<file path="src/rtl/cdb_arbiter.sv">
// Completion-side CDB arbiter: per-FU completion FIFOs, round-robin grant of one result per cycle onto a registered CDB.
// Optional define CDB_MISPRED_FIRST_EN lets mispredicting heads pre-empt round-robin (lowest index first).
module cdb_arbiter #(
    parameter int unsigned NUM_FU = 4,
    parameter int unsigned QDEPTH = 2,
    parameter int unsigned XLEN   = 32,
    parameter int unsigned TAG_W  = 4
) (
    input  logic                     clk,
    input  logic                     reset,
    input  logic                     flush,
    input  logic [NUM_FU-1:0]        fu_valid,
    output logic [NUM_FU-1:0]        fu_ready,
    input  logic [NUM_FU*TAG_W-1:0]  fu_tag,
    input  logic [NUM_FU*XLEN-1:0]   fu_data,
    input  logic [NUM_FU*XLEN-1:0]   fu_target_pc,
    input  logic [NUM_FU-1:0]        fu_mispredict,
    output logic                     cdb_valid,
    output logic [TAG_W-1:0]         cdb_tag,
    output logic [XLEN-1:0]          cdb_data,
    output logic [XLEN-1:0]          cdb_target_pc,
    output logic                     cdb_mispredict
);

    localparam int unsigned PTR_W = (QDEPTH > 1) ? $clog2(QDEPTH) : 1;
    localparam int unsigned CNT_W = $clog2(QDEPTH + 1);
    localparam int unsigned RR_W  = $clog2(NUM_FU);

    typedef struct packed {
        logic [TAG_W-1:0] tag;
        logic [XLEN-1:0]  data;
        logic [XLEN-1:0]  target_pc;
        logic             mispredict;
    } entry_t;

    entry_t           mem_q   [NUM_FU][QDEPTH];
    entry_t           mem_d   [NUM_FU][QDEPTH];
    logic [PTR_W-1:0] head_q  [NUM_FU];
    logic [PTR_W-1:0] head_d  [NUM_FU];
    logic [PTR_W-1:0] tail_q  [NUM_FU];
    logic [PTR_W-1:0] tail_d  [NUM_FU];
    logic [CNT_W-1:0] count_q [NUM_FU];
    logic [CNT_W-1:0] count_d [NUM_FU];
    logic [RR_W-1:0]  rr_ptr_q, rr_ptr_d;
    entry_t           cdb_q, cdb_d;
    logic             cdb_valid_q, cdb_valid_d;

    logic             grant_vld;
    logic [RR_W-1:0]  grant_idx;
    logic             mp_grant;

    function automatic logic [PTR_W-1:0] ptr_inc(input logic [PTR_W-1:0] p);
        return (p == PTR_W'(QDEPTH - 1)) ? '0 : p + PTR_W'(1);
    endfunction

    // Ready depends only on registered occupancy, never on this cycle's grant.
    always_comb begin
        fu_ready = '0;
        for (int i = 0; i < int'(NUM_FU); i++) begin
            fu_ready[i] = (count_q[i] != CNT_W'(QDEPTH));
        end
    end

    // Scan from farthest to nearest so the first non-empty queue after rr_ptr is the last one written.
    always_comb begin
        int tmp;
        logic [RR_W-1:0] cand;
        grant_vld = 1'b0;
        grant_idx = '0;
        mp_grant  = 1'b0;
        tmp       = 0;
        cand      = '0;
        for (int k = int'(NUM_FU) - 1; k >= 0; k--) begin
            tmp = int'(rr_ptr_q) + k;
            if (tmp >= int'(NUM_FU)) tmp = tmp - int'(NUM_FU);
            cand = RR_W'(tmp);
            if (count_q[cand] != '0) begin
                grant_vld = 1'b1;
                grant_idx = cand;
            end
        end
`ifdef CDB_MISPRED_FIRST_EN
        for (int i = int'(NUM_FU) - 1; i >= 0; i--) begin
            if (count_q[i] != '0 && mem_q[i][head_q[i]].mispredict) begin
                grant_vld = 1'b1;
                grant_idx = RR_W'(i);
                mp_grant  = 1'b1;
            end
        end
`endif
    end

    always_comb begin
        logic push;
        logic pop;
        mem_d       = mem_q;
        head_d      = head_q;
        tail_d      = tail_q;
        count_d     = count_q;
        rr_ptr_d    = rr_ptr_q;
        cdb_valid_d = 1'b0;
        cdb_d       = '0;
        push        = 1'b0;
        pop         = 1'b0;

        if (grant_vld) begin
            cdb_valid_d = 1'b1;
            cdb_d       = mem_q[grant_idx][head_q[grant_idx]];
            if (!mp_grant) begin
                rr_ptr_d = (grant_idx == RR_W'(NUM_FU - 1)) ? '0 : grant_idx + RR_W'(1);
            end
        end

        for (int i = 0; i < int'(NUM_FU); i++) begin
            push = fu_valid[i] && fu_ready[i];
            pop  = grant_vld && (grant_idx == RR_W'(i));
            if (push) begin
                mem_d[i][tail_q[i]] = '{tag:        fu_tag[i*TAG_W +: TAG_W],
                                        data:       fu_data[i*XLEN +: XLEN],
                                        target_pc:  fu_target_pc[i*XLEN +: XLEN],
                                        mispredict: fu_mispredict[i]};
                tail_d[i] = ptr_inc(tail_q[i]);
            end
            if (pop) head_d[i] = ptr_inc(head_q[i]);
            if (push && !pop) count_d[i] = count_q[i] + CNT_W'(1);
            else if (!push && pop) count_d[i] = count_q[i] - CNT_W'(1);
        end

        // Flush discards everything in flight, including this cycle's pushes and grant.
        if (flush) begin
            head_d      = '{default: '0};
            tail_d      = '{default: '0};
            count_d     = '{default: '0};
            rr_ptr_d    = '0;
            cdb_valid_d = 1'b0;
            cdb_d       = '0;
        end
    end

    always_ff @(posedge clk) begin
        if (reset) begin
            head_q      <= '{default: '0};
            tail_q      <= '{default: '0};
            count_q     <= '{default: '0};
            rr_ptr_q    <= '0;
            cdb_valid_q <= 1'b0;
            cdb_q       <= '0;
        end else begin
            head_q      <= head_d;
            tail_q      <= tail_d;
            count_q     <= count_d;
            rr_ptr_q    <= rr_ptr_d;
            cdb_valid_q <= cdb_valid_d;
            cdb_q       <= cdb_d;
        end
    end

    // Payload storage needs no reset; occupancy is tracked by the pointers.
    always_ff @(posedge clk) begin
        mem_q <= mem_d;
    end

    assign cdb_valid      = cdb_valid_q;
    assign cdb_tag        = cdb_q.tag;
    assign cdb_data       = cdb_q.data;
    assign cdb_target_pc  = cdb_q.target_pc;
    assign cdb_mispredict = cdb_q.mispredict;

endmodule

</file>
<file path="config.mk">
export PLATFORM = sky130hd
export DESIGN_NAME = cdb_arbiter
export DESIGN_NICKNAME = d
export VERILOG_FILES = /design/src/rtl/cdb_arbiter.sv
export SDC_FILE = /design/constraint.sdc
export NUM_CORES = 1
export LEC_CHECK = 0
export CELL_PAD_IN_SITES_DETAIL_PLACEMENT = 1
export CELL_PAD_IN_SITES_GLOBAL_PLACEMENT = 2
export CORE_MARGIN = 3
export CORE_UTILIZATION = 30
export CTS_BUF_LIST = sky130_fd_sc_hd__clkbuf_2
export DETAILED_ROUTE_END_ITERATION = 10
export GPL_ROUTABILITY_DRIVEN = 1
export MAX_ROUTING_LAYER = met4
export PLACE_DENSITY_LB_ADDON = 0.1
export SLEW_MARGIN = 20
export SYNTH_ARGS = -nofsm -noshare
export SYNTH_HDL_FRONTEND = slang
export SYNTH_SLANG_ARGS = --single-unit
</file>
<file path="constraint.sdc">
create_clock -name clk -period 11 [get_ports clk]
set_input_delay 1.65 -clock clk [delete_from_list [all_inputs] [get_ports clk]]
set_output_delay 1.65 -clock clk [all_outputs]
set_load 0.1 [all_outputs]
</file>
==> out/qor.yml, run 1 <==
run_status:
  outcome: "complete, no violations"
worst_setup_path:
  r2r_end: "count_q[3]$_SDFFE_PP0P_"
  cp.arrival_ps: 3150
  r2r_cells: 8
  start_kind: "flop"
  cp_data_required_time_ps: 9350
  ff2ff_setup_slack_ps: 7080
  cp_max_fo: 7
  cp-end-kind: "output pin"
  worst-setup-path-type: "flop to output pin"
  r2r_start: "count_q[7]$_SDFFE_PP0P_"
power:
  leakagePower_nw: 11.2
  swShare_pct: 44.2
  max-vdd-ir-drop_mv: 0.359
  p_comb_share_pct: 51.7
  seqPwrFrac_pct: 30.6
  p_clk_share_pct: 17.7
  power_density_nw_per_um2: 332
  p_switching_w: 0.00444
  power.internal_w: 0.00560
global_route:
  grt_pass1_wl_um: 107000
  grt_antenna_before_repair: 11
  grt_most_used_layer: "met2"
  grt_max_degree: 164
  globalRouteTotalUtil_pct: 18.4
  met2_usage_pct: 30.8
  overflow: 0
  met3_usage_pct: 4.92
  use_met1_pct: 21.6
  grt_pass1_vias: 16100
hold_path:
  min_from: "rr_ptr_q[0]$_SDFFE_PP0P_"
  holdPathEnd: "rr_ptr_q[0]$_SDFFE_PP0P_"
  holdCritPathClass: "flop to flop"
  holdPathStages: 2
clock_tree:
  cts_buffer_depth: 3
  cts.sinks: 640
  cts_root_buf: "clkbuf_2"
  cts.reportedPaths.clkPinSlew_ps: 90
  postCtsResizedCells: 0
  cts_buffers: 172
  holdBufCountCts: 0
  post-cts-setup-buffer-count: 0
  worstSkewPairLatency_ps: 1340
  htreeDepth: 4
  cts_tree: "done"
yosys:
  syn-num-nets: 1758
  ys_ff_latch: 640
  synthArstFlopShare_pct: 0
  ys.warnings.count: 0
  ys.flop_type: "edfxtp_1"
  synthesis.area_um2: 23800
  yosysSeqAreaShare_pct: 77.1
  syn_area_per_cell_um2: 16.2
  synth_cell_types: 36
  netlist_instances: 1471
  synth-edff-count: 552
sta:
  post-route-period-util_pct: 43.6
  finalSetupViolCount: 0
  relSlewSlack_pct: 21.2
  timing.final.ws_setup_ps: 6200
  rsz0062_at_grt: "no"
  skew_ps: 132
  final_max_slew_viol_count: 0
  finalHoldWorstSlack_ps: 532
  min_period_ps: 4800
  timing.fmax_ghz: 0.208
  worst_slew_pin_slew_ps: 1180
  fin_setup_tns_ps: 0
  hold_viol: 0
placement:
  dp_hpwl_um: 46100
  postPlaceCellArea_um2: 28500
  dp_worst_setup_slack_ps: 6750
  port_buffers: 356
  globalplace.congestion: 0.744
  dp.cells: 2784
floorplan:
  rows: 102
  die_y_um: 288
  core_area_um2: 78000
  dieArea_um2: 82700
  pin_count: 357
  die_w_um: 288
  initial_core_util_pct: 30.5
drt:
  viasPerCell: 4.77
  num_vias: 14900
  ant_nets: 0
  routedWlPerCell_um: 24.1
  drt_pass1_iterations: 5
  drc: 0
  drt_iter0_drc: 801
  wirelength_um: 75100
finish:
  layout-drive-gt1-share_pct: 15.7
  instances_no_fill: 3120
  nNetsFinal: 2206
  fin_area_um2: 30200
  area_delta_synth_final_pct: 27.1
flow_run:
  max_cap_violations: 0
## layout make-up
| type | count | area, um2 |
|---|---|---|
| tap | 1040 | 1300 |
| multi-input combinational | 721 | 5060 |
| antenna | 15 | 37.5 |
| inverter | 6 | 22.5 |
| timing repair buffer | 378 | 3760 |
| fill | 8034 | 47700 |
| sequential | 640 | 18300 |
| clock buffer | 266 | 1330 |
| clock inverter | 54 | 370 |
## power by group through the flow
| stage | logic, W | clock network, W | registers, W |
|---|---|---|---|
| after detailed placement | 0.00527 | 0 | 0.00313 |
| after global routing | 0.00570 | 0.00199 | 0.00310 |
| after floorplan | 0.00358 | 0 | 0.00336 |
| after global placement | 0.00521 | 0 | 0.00312 |
| final | 0.00519 | 0.00177 | 0.00307 |
| after CTS | 0.00530 | 0.00187 | 0.00308 |
## synthesized netlist by cell type, types with 2 or more instances
library cell	count	area share, %
a221o_1	138	5.8
xor2_1	16	0.59
buf_2	26	0.55
o21ai_0	5	0.11
a21oi_1	212	4.5
buf_6	2	0.095
edfxtp_1	552	70
mux2i_1	138	5.8
inv_1	6	0.095
or2_1	3	0.079
clkbuf_1	69	1.1
ha_1	4	0.21
nand2_1	149	2.4
or3_1	5	0.13
nand3_1	3	0.063
buf_4	3	0.095
a2111o_1	2	0.095
dfxtp_1	88	7.4
buf_1	4	0.063
nor2_1	19	0.30
nor3_1	2	0.042
o21ba_2	2	0.084
and3_1	5	0.13
nand2b_1	5	0.13
and2_1	2	0.053
## metrics by stage
step           total power [W]  util (%)
6_report                0.0100      38.8
5_1_grt                 0.0108      38.8
4_1_cts                 0.0102      38.7
3_5_place_dp           0.00840      36.5
3_3_place_gp           0.00833      36.5
2_1_floorplan          0.00694         -
## metal layers
metal | up-vias | part of all wire (%)
met1 | 7530 | 42
met3 | 108 | 5.9
met4 | 0 | 1.9
li1 | 6809 | -
met5 | - | 0
met2 | 445 | 51
## registers in the layout (all words and copies together), names as in the netlist
| register | cells |
|---|---|
| cdb_data | 32 |
| cdb_tag | 4 |
| tail_q | 4 |
| count_q | 8 |
| cdb_valid | 1 |
| mem_q | 552 |
| cdb_mispredict | 1 |
| cdb_target_pc | 32 |
| head_q | 4 |
| rr_ptr_q | 2 |
## cells in the final DEF, fill, tap and decap left out, types with 3 or more instances in the layout
master             n
edfxtp_1         552
clkdlybuf4s50_1  355
clkbuf_2         266
a21oi_1          212
nand2_1          148
mux2i_1          138
a221o_1          138
dfxtp_1           88
clkinv_1          38
buf_4             20
xor2_1            16
diode_2           15
nor2_1            15
inv_1              6
o21ai_0            5
or3_1              5
bufinv_16          5
nand2b_1           4
and3_4             4
nor2_4             4
ha_1               4
clkinv_4           4
or2_1              3
nand3_1            3
clkinv_2           3
## cells by family (layout without fill, tap and decap cells)
logic type | count (synthesis) | count (layout) | share of synthesized area (%)
compound gates | 367 | 367 | 10.9
xor+xnor | 16 | 16 | 0.589
fa+ha+maj | 4 | 4 | 0.211
buf+inv | 110 | 704 | 1.98
flops | 640 | 640 | 77.1
mux | 138 | 138 | 5.81
other cells | 0 | 15 | 0
simple gates | 196 | 196 | 3.39
## critical path, cell delays in order, from the launching register on
cell	delay, ps
dfxtp_1	500
nand2b_1	210
clkdlybuf4s50_1	1180
## worst max-delay path by stage
stage | startpoint | cells after the start | slack, ps | to
after global placement | fu_valid[2] | 5 | 6830 | mem_q[238]$_DFFE_PP_
after global routing | count_q[6]$_SDFFE_PP0P_ | 2 | 5940 | fu_ready[0]
after detailed placement | count_q[6]$_SDFFE_PP0P_ | 8 | 6750 | count_q[3]$_SDFFE_PP0P_
final | count_q[4]$_SDFFE_PP0P_ | 2 | 6200 | fu_ready[1]
after CTS | count_q[6]$_SDFFE_PP0P_ | 2 | 5920 | fu_ready[0]
after floorplan | fu_valid[1] | 2 | 5830 | mem_q[345]$_DFFE_PP_
No activity file was read; power rests on OpenSTA's default activity.
==> run 2, diff against run 1 <==
==> constraint.sdc (replaced) <==
create_clock -name clk -period 4.3 [get_ports clk]
set_input_delay 0.645 -clock clk [delete_from_list [all_inputs] [get_ports clk]]
set_output_delay 0.645 -clock clk [all_outputs]
set_load 0.1 [all_outputs]
==> run 2 against run 1 <==
Against the previous run:
- flip-flop and latch count did not move
- sequential power rose to 2.6 times the previous value
- clock power rose by 140%
- total power rose to 2.6 times the previous value
- final cell count rose by 9.1%
- combinational power rose to 2.7 times the previous value
- worst hold slack got worse by 230 ps
- count of clock-buffer cells in the layout rose by 5
- critical path depth did not move
- clock skew rose by 1.9 ps
- die area did not move
- sequential share of layout area fell by 5.2 points
- critical endpoint unchanged
- largest cell class unchanged
- largest power group unchanged
==> out/qor.yml, run 2 (synthesis results as in run 1) <==
floorplan:
  core_area_um2: 78000
  die_y_um: 288
  initial_core_util_pct: 30.5
  pin_count: 357
  die_w_um: 288
  dieArea_um2: 82700
  rows: 102
sta:
  worst_slew_pin_slew_ps: 1130
  hold_viol: 0
  post-route-period-util_pct: 89.2
  final_max_slew_viol_count: 0
  fin_setup_tns_ps: 0
  min_period_ps: 3830
  skew_ps: 134
  finalSetupViolCount: 0
  relSlewSlack_pct: 24.4
  rsz0062_at_grt: "no"
  finalHoldWorstSlack_ps: 300
  timing.fmax_ghz: 0.261
worst_setup_path:
  ff2ff_setup_slack_ps: 1240
  crit_start: "count_q[4]$_SDFFE_PP0P_"
  r2r_start: "count_q[6]$_SDFFE_PP0P_"
  cp_max_fo: 7
  worst-setup-path-type: "flop to output pin"
  cp.arrival_ps: 3190
  cp-end-kind: "output pin"
  start_kind: "flop"
  cp_data_required_time_ps: 3650
clock_tree:
  cts.sinks: 640
  post-cts-setup-buffer-count: 0
  holdBufCountCts: 279
  cts_buffers: 173
  postCtsResizedCells: 0
  cts.reportedPaths.clkPinSlew_ps: 90
  cts_buffer_depth: 3
  cts_root_buf: "clkbuf_2"
  htreeDepth: 4
  cts_tree: "done"
  worstSkewPairLatency_ps: 1290
flow_run:
  max_cap_violations: 0
power:
  power_density_nw_per_um2: 781
  max-vdd-ir-drop_mv: 0.955
  total_power_w: 0.0258
  p_comb_share_pct: 53.3
  swShare_pct: 44.2
  leakagePower_nw: 12.4
  seqPwrFrac_pct: 30.4
  p_switching_w: 0.0114
  power.internal_w: 0.0144
  p_clk_share_pct: 16.3
global_route:
  grt_antenna_before_repair: 10
  globalRouteTotalUtil_pct: 18.5
  grt_max_degree: 121
  grt_pass1_wl_um: 109000
  grt_pass1_vias: 17400
  overflow: 0
drt:
  drt_iter0_drc: 810
  drc: 0
  ant_nets: 0
  wirelength_um: 75100
  routedWlPerCell_um: 22.1
  num_vias: 16000
  drt_pass1_iterations: 6
  viasPerCell: 4.70
placement:
  postPlaceCellArea_um2: 28700
  port_buffers: 356
  globalplace.congestion: 0.752
  dp_hpwl_um: 44900
finish:
  layout-drive-gt1-share_pct: 14.2
  final_cell_mix: "edfxtp_1, clkdlybuf4s50_1, dlygate4sd3_1"
  area_delta_synth_final_pct: 39.1
  regMostFlops: "mem_q"
  fin_area_um2: 33100
  largest_reg_flops: 552
  nNetsFinal: 2494
  layout_commonest_cell: "edfxtp_1"
hold_path:
  holdCritPathClass: "primary input to flop"
  min_from: "fu_valid[0]"
run_status:
  outcome: "complete, no violations"
## run 2: worst paths after layout
check,endpoint,cells after the start
worst min-delay path,tail_q[3]$_SDFFE_PP0P_,4
worst max-delay path,fu_ready[1],2
worst max register to register,cdb_target_pc[7]$_SDFF_PP0_,7
worst min register to register,rr_ptr_q[0]$_SDFFE_PP0P_,2
## run 2: power groups by stage
stage	registers, W	clock network, W	logic [W]
finish	0.00783	0.00421	0.0138
global route	0.00791	0.00477	0.0151
CTS	0.00785	0.00446	0.0141
detailed placement	0.00799	0	0.0138
global placement	0.00797	0	0.0136
floorplan	0.00856	0	0.00917
## run 2: stage by stage
step	setup slack, ps	cells	util (%)
after floorplan	518	1471	-
after global placement	1250	2793	36.8
after detailed placement	1160	2793	36.8
after CTS	198	3394	42.4
after global routing	206	3404	42.4
final	466	3405	42.4
## run 2: cell type report
| type | count | area (um2) |
|---|---|---|
| Fill cell | 8007 | 44900 |
| Sequential cell | 640 | 18300 |
| Timing Repair Buffer | 665 | 6740 |
| Multi-Input combinational cell | 721 | 5060 |
| Clock buffer | 271 | 1360 |
| Tap cell | 1040 | 1300 |
| Clock inverter | 51 | 214 |
| Antenna cell | 11 | 27.5 |
| Inverter | 6 | 22.5 |
## run 2: metal layers
layer / part of all wire [%] / routed length, um / global-route usage [%] / vias to the layer above
li1: - / - / - / 7375
met4: 1.8 / 1320 / 5.49 / 0
met5: 0 / 0 / - / -
met1: 43 / 32300 / 22.3 / 8043
met3: 5.2 / 3940 / 4.61 / 114
met2: 50 / 37500 / 30.8 / 457
## run 2: worst max-delay path: stages, from the launching register on
cell	delay [ps]
dfxtp_1	490
nand2b_1	240
clkdlybuf4s50_1	1170
==> run 3, diff against run 2 <==
--- a/config.mk
+++ b/config.mk
@@ -7,6 +7,7 @@
 export LEC_CHECK = 0
 export CELL_PAD_IN_SITES_DETAIL_PLACEMENT = 1
 export CELL_PAD_IN_SITES_GLOBAL_PLACEMENT = 2
+export CORE_ASPECT_RATIO = 2
 export CORE_MARGIN = 3
 export CORE_UTILIZATION = 30
 export CTS_BUF_LIST = sky130_fd_sc_hd__clkbuf_2
==> run 3 against run 2 <==
Against the previous run:
- via count fell by 0.28%
- final area fell by 0.50%
- die area rose by 0.25%
- critical endpoint is now fu_ready[2]
- largest cell class unchanged
- highest routed layer unchanged
==> out/qor.yml, run 3 (synthesis results as in run 1) <==
worst_setup_path:
  cp_max_fo: 5
  worst-setup-path-type: "flop to output pin"
  path_cells: "nand2b_1, clkdlybuf4s50_1"
  max_stage_delay_ps: 1240
  crit_buf_inv: 1
  cp-end-kind: "output pin"
  cp_data_required_time_ps: 3650
  start_kind: "flop"
  cp_top_family: "buffers and inverters"
  cp_slowest_cell: "clkdlybuf4s50_1"
  cp.arrival_ps: 3200
floorplan:
  dieArea_um2: 82900
  die_y_um: 404
  core_area_um2: 78400
  initial_core_util_pct: 30.3
  rows: 145
  pin_count: 357
  die_w_um: 205
drt:
  ant_nets: 0
  wirelength_um: 76600
  drt_iter0_drc: 692
  viasPerCell: 4.77
  drc: 0
  drt_pass1_iterations: 5
  num_vias: 15900
  routedWlPerCell_um: 22.9
power:
  power_density_nw_per_um2: 783
  max-vdd-ir-drop_mv: 0.793
  leakagePower_nw: 12.2
  total_power_w: 0.0258
placement:
  dp_hpwl_um: 45500
  dp_worst_setup_slack_ps: 1190
  port_buffers: 356
  globalplace.congestion: 0.719
  postPlaceCellArea_um2: 28700
clock_tree:
  worstSkewPairLatency_ps: 1290
  post-cts-setup-buffer-count: 0
  cts.sinks: 640
  htreeDepth: 4
  cts_buffers: 150
  cts_tree: "done"
  cts.reportedPaths.clkPinSlew_ps: 120
  cts_root_buf: "clkbuf_2"
  postCtsResizedCells: 0
  cts_buffer_depth: 3
global_route:
  overflow: 0
  grt_pass1_wl_um: 111000
  grt_pass1_vias: 18200
  globalRouteTotalUtil_pct: 19.0
  grt_max_degree: 85
  grt_antenna_before_repair: 16
finish:
  layout-drive-gt1-share_pct: 12.6
  layout_commonest_cell: "edfxtp_1"
  fin_area_um2: 32900
  regMostFlops: "mem_q"
  largest_reg_flops: 552
  final_cell_mix: "edfxtp_1, clkdlybuf4s50_1, dlygate4sd3_1"
  area_delta_synth_final_pct: 38.4
  nNetsFinal: 2470
sta:
  min_period_ps: 3850
  relSlewSlack_pct: 22.1
  hold_viol: 0
  timing.fmax_ghz: 0.260
  final_max_slew_viol_count: 0
  worst_slew_pin_slew_ps: 1160
  timing.final.ws_setup_ps: 453
  rsz0062_at_grt: "no"
  post-route-period-util_pct: 89.5
  skew_ps: 66.5
  fin_setup_tns_ps: 0
  finalSetupViolCount: 0
flow_run:
  max_cap_violations: 0
run_status:
  outcome: "complete, no violations"
hold_path:
  holdCritPathClass: "primary input to flop"
run 3: changes by cell type in the layout (fill, tap and decap cells not counted), sizes merged:
| cell | before | now |
|---|---|---|
| diode | 11 | 16 |
| clkinv | 41 | 33 |
| bufinv | 0 | 4 |
| inv | 14 | 7 |
| dlygate4sd3 | 279 | 278 |
| clkbuf | 271 | 230 |
run 3: timing repair:
item,CTS,global route
setup endpoints to repair,0,0
hold endpoints to repair,554,0
hold buffers,278,0
run 3: path summary, 6_finish.rpt:
kind,from,depth (start not counted),to,slack (ps)
setup / recovery,count_q[2]$_SDFFE_PP0P_,2,fu_ready[2],450
hold / removal,fu_valid[3],4,tail_q[0]$_SDFFE_PP0P_,240
setup reg to reg,count_q[1]$_SDFFE_PP0P_,7,cdb_target_pc[6]$_SDFF_PP0_,1180
hold reg to reg,rr_ptr_q[0]$_SDFFE_PP0P_,2,rr_ptr_q[0]$_SDFFE_PP0P_,530
run 3: metal layers:
layer	wire length [um]	vias to the layer above	global-route usage, %
li1	-	7302	-
met1	31300	8003	21.7
met2	39200	505	32.4
met3	4120	135	4.30
met4	1960	0	7.05
met5	0	-	-
run 3: worst reg2reg max path, stage by stage (launching register included):
cell and delay [ps]:
dfxtp_1 390, nor4_2 440, a2111o_1 290, and2_4 590, buf_4 550, mux2i_1 180
a221o_1 370, a21oi_1 210
run 3: stage by stage:
step | hold WS [ps] | instances | util, %
after floorplan | 471 | 1471 | -
after global placement | 498 | 2782 | 36.6
after detailed placement | 514 | 2782 | 36.6
after CTS | 22.9 | 3330 | 41.9
after global routing | 141 | 3346 | 42.0
final | 244 | 3346 | 42.0
run 3: power by group:
| part | leakage [nW] | total, W | internal, W | switching (W) |
|---|---|---|---|---|
| registers | 5.88 | 0.00783 | 0.00759 | 0.000239 |
| clock network | 1.08 | 0.00408 | 0.00165 | 0.00243 |
| logic | 5.29 | 0.0139 | 0.00510 | 0.00877 |
run 3: layout make-up:
cell class	instances	area, um2
clock inverter	40	267
antenna	16	40.0
fill	8051	45500
multi-input combinational	721	5060
timing repair buffer	664	6730
sequential	640	18300
inverter	6	22.5
tap	1029	1290
clock buffer	230	1150
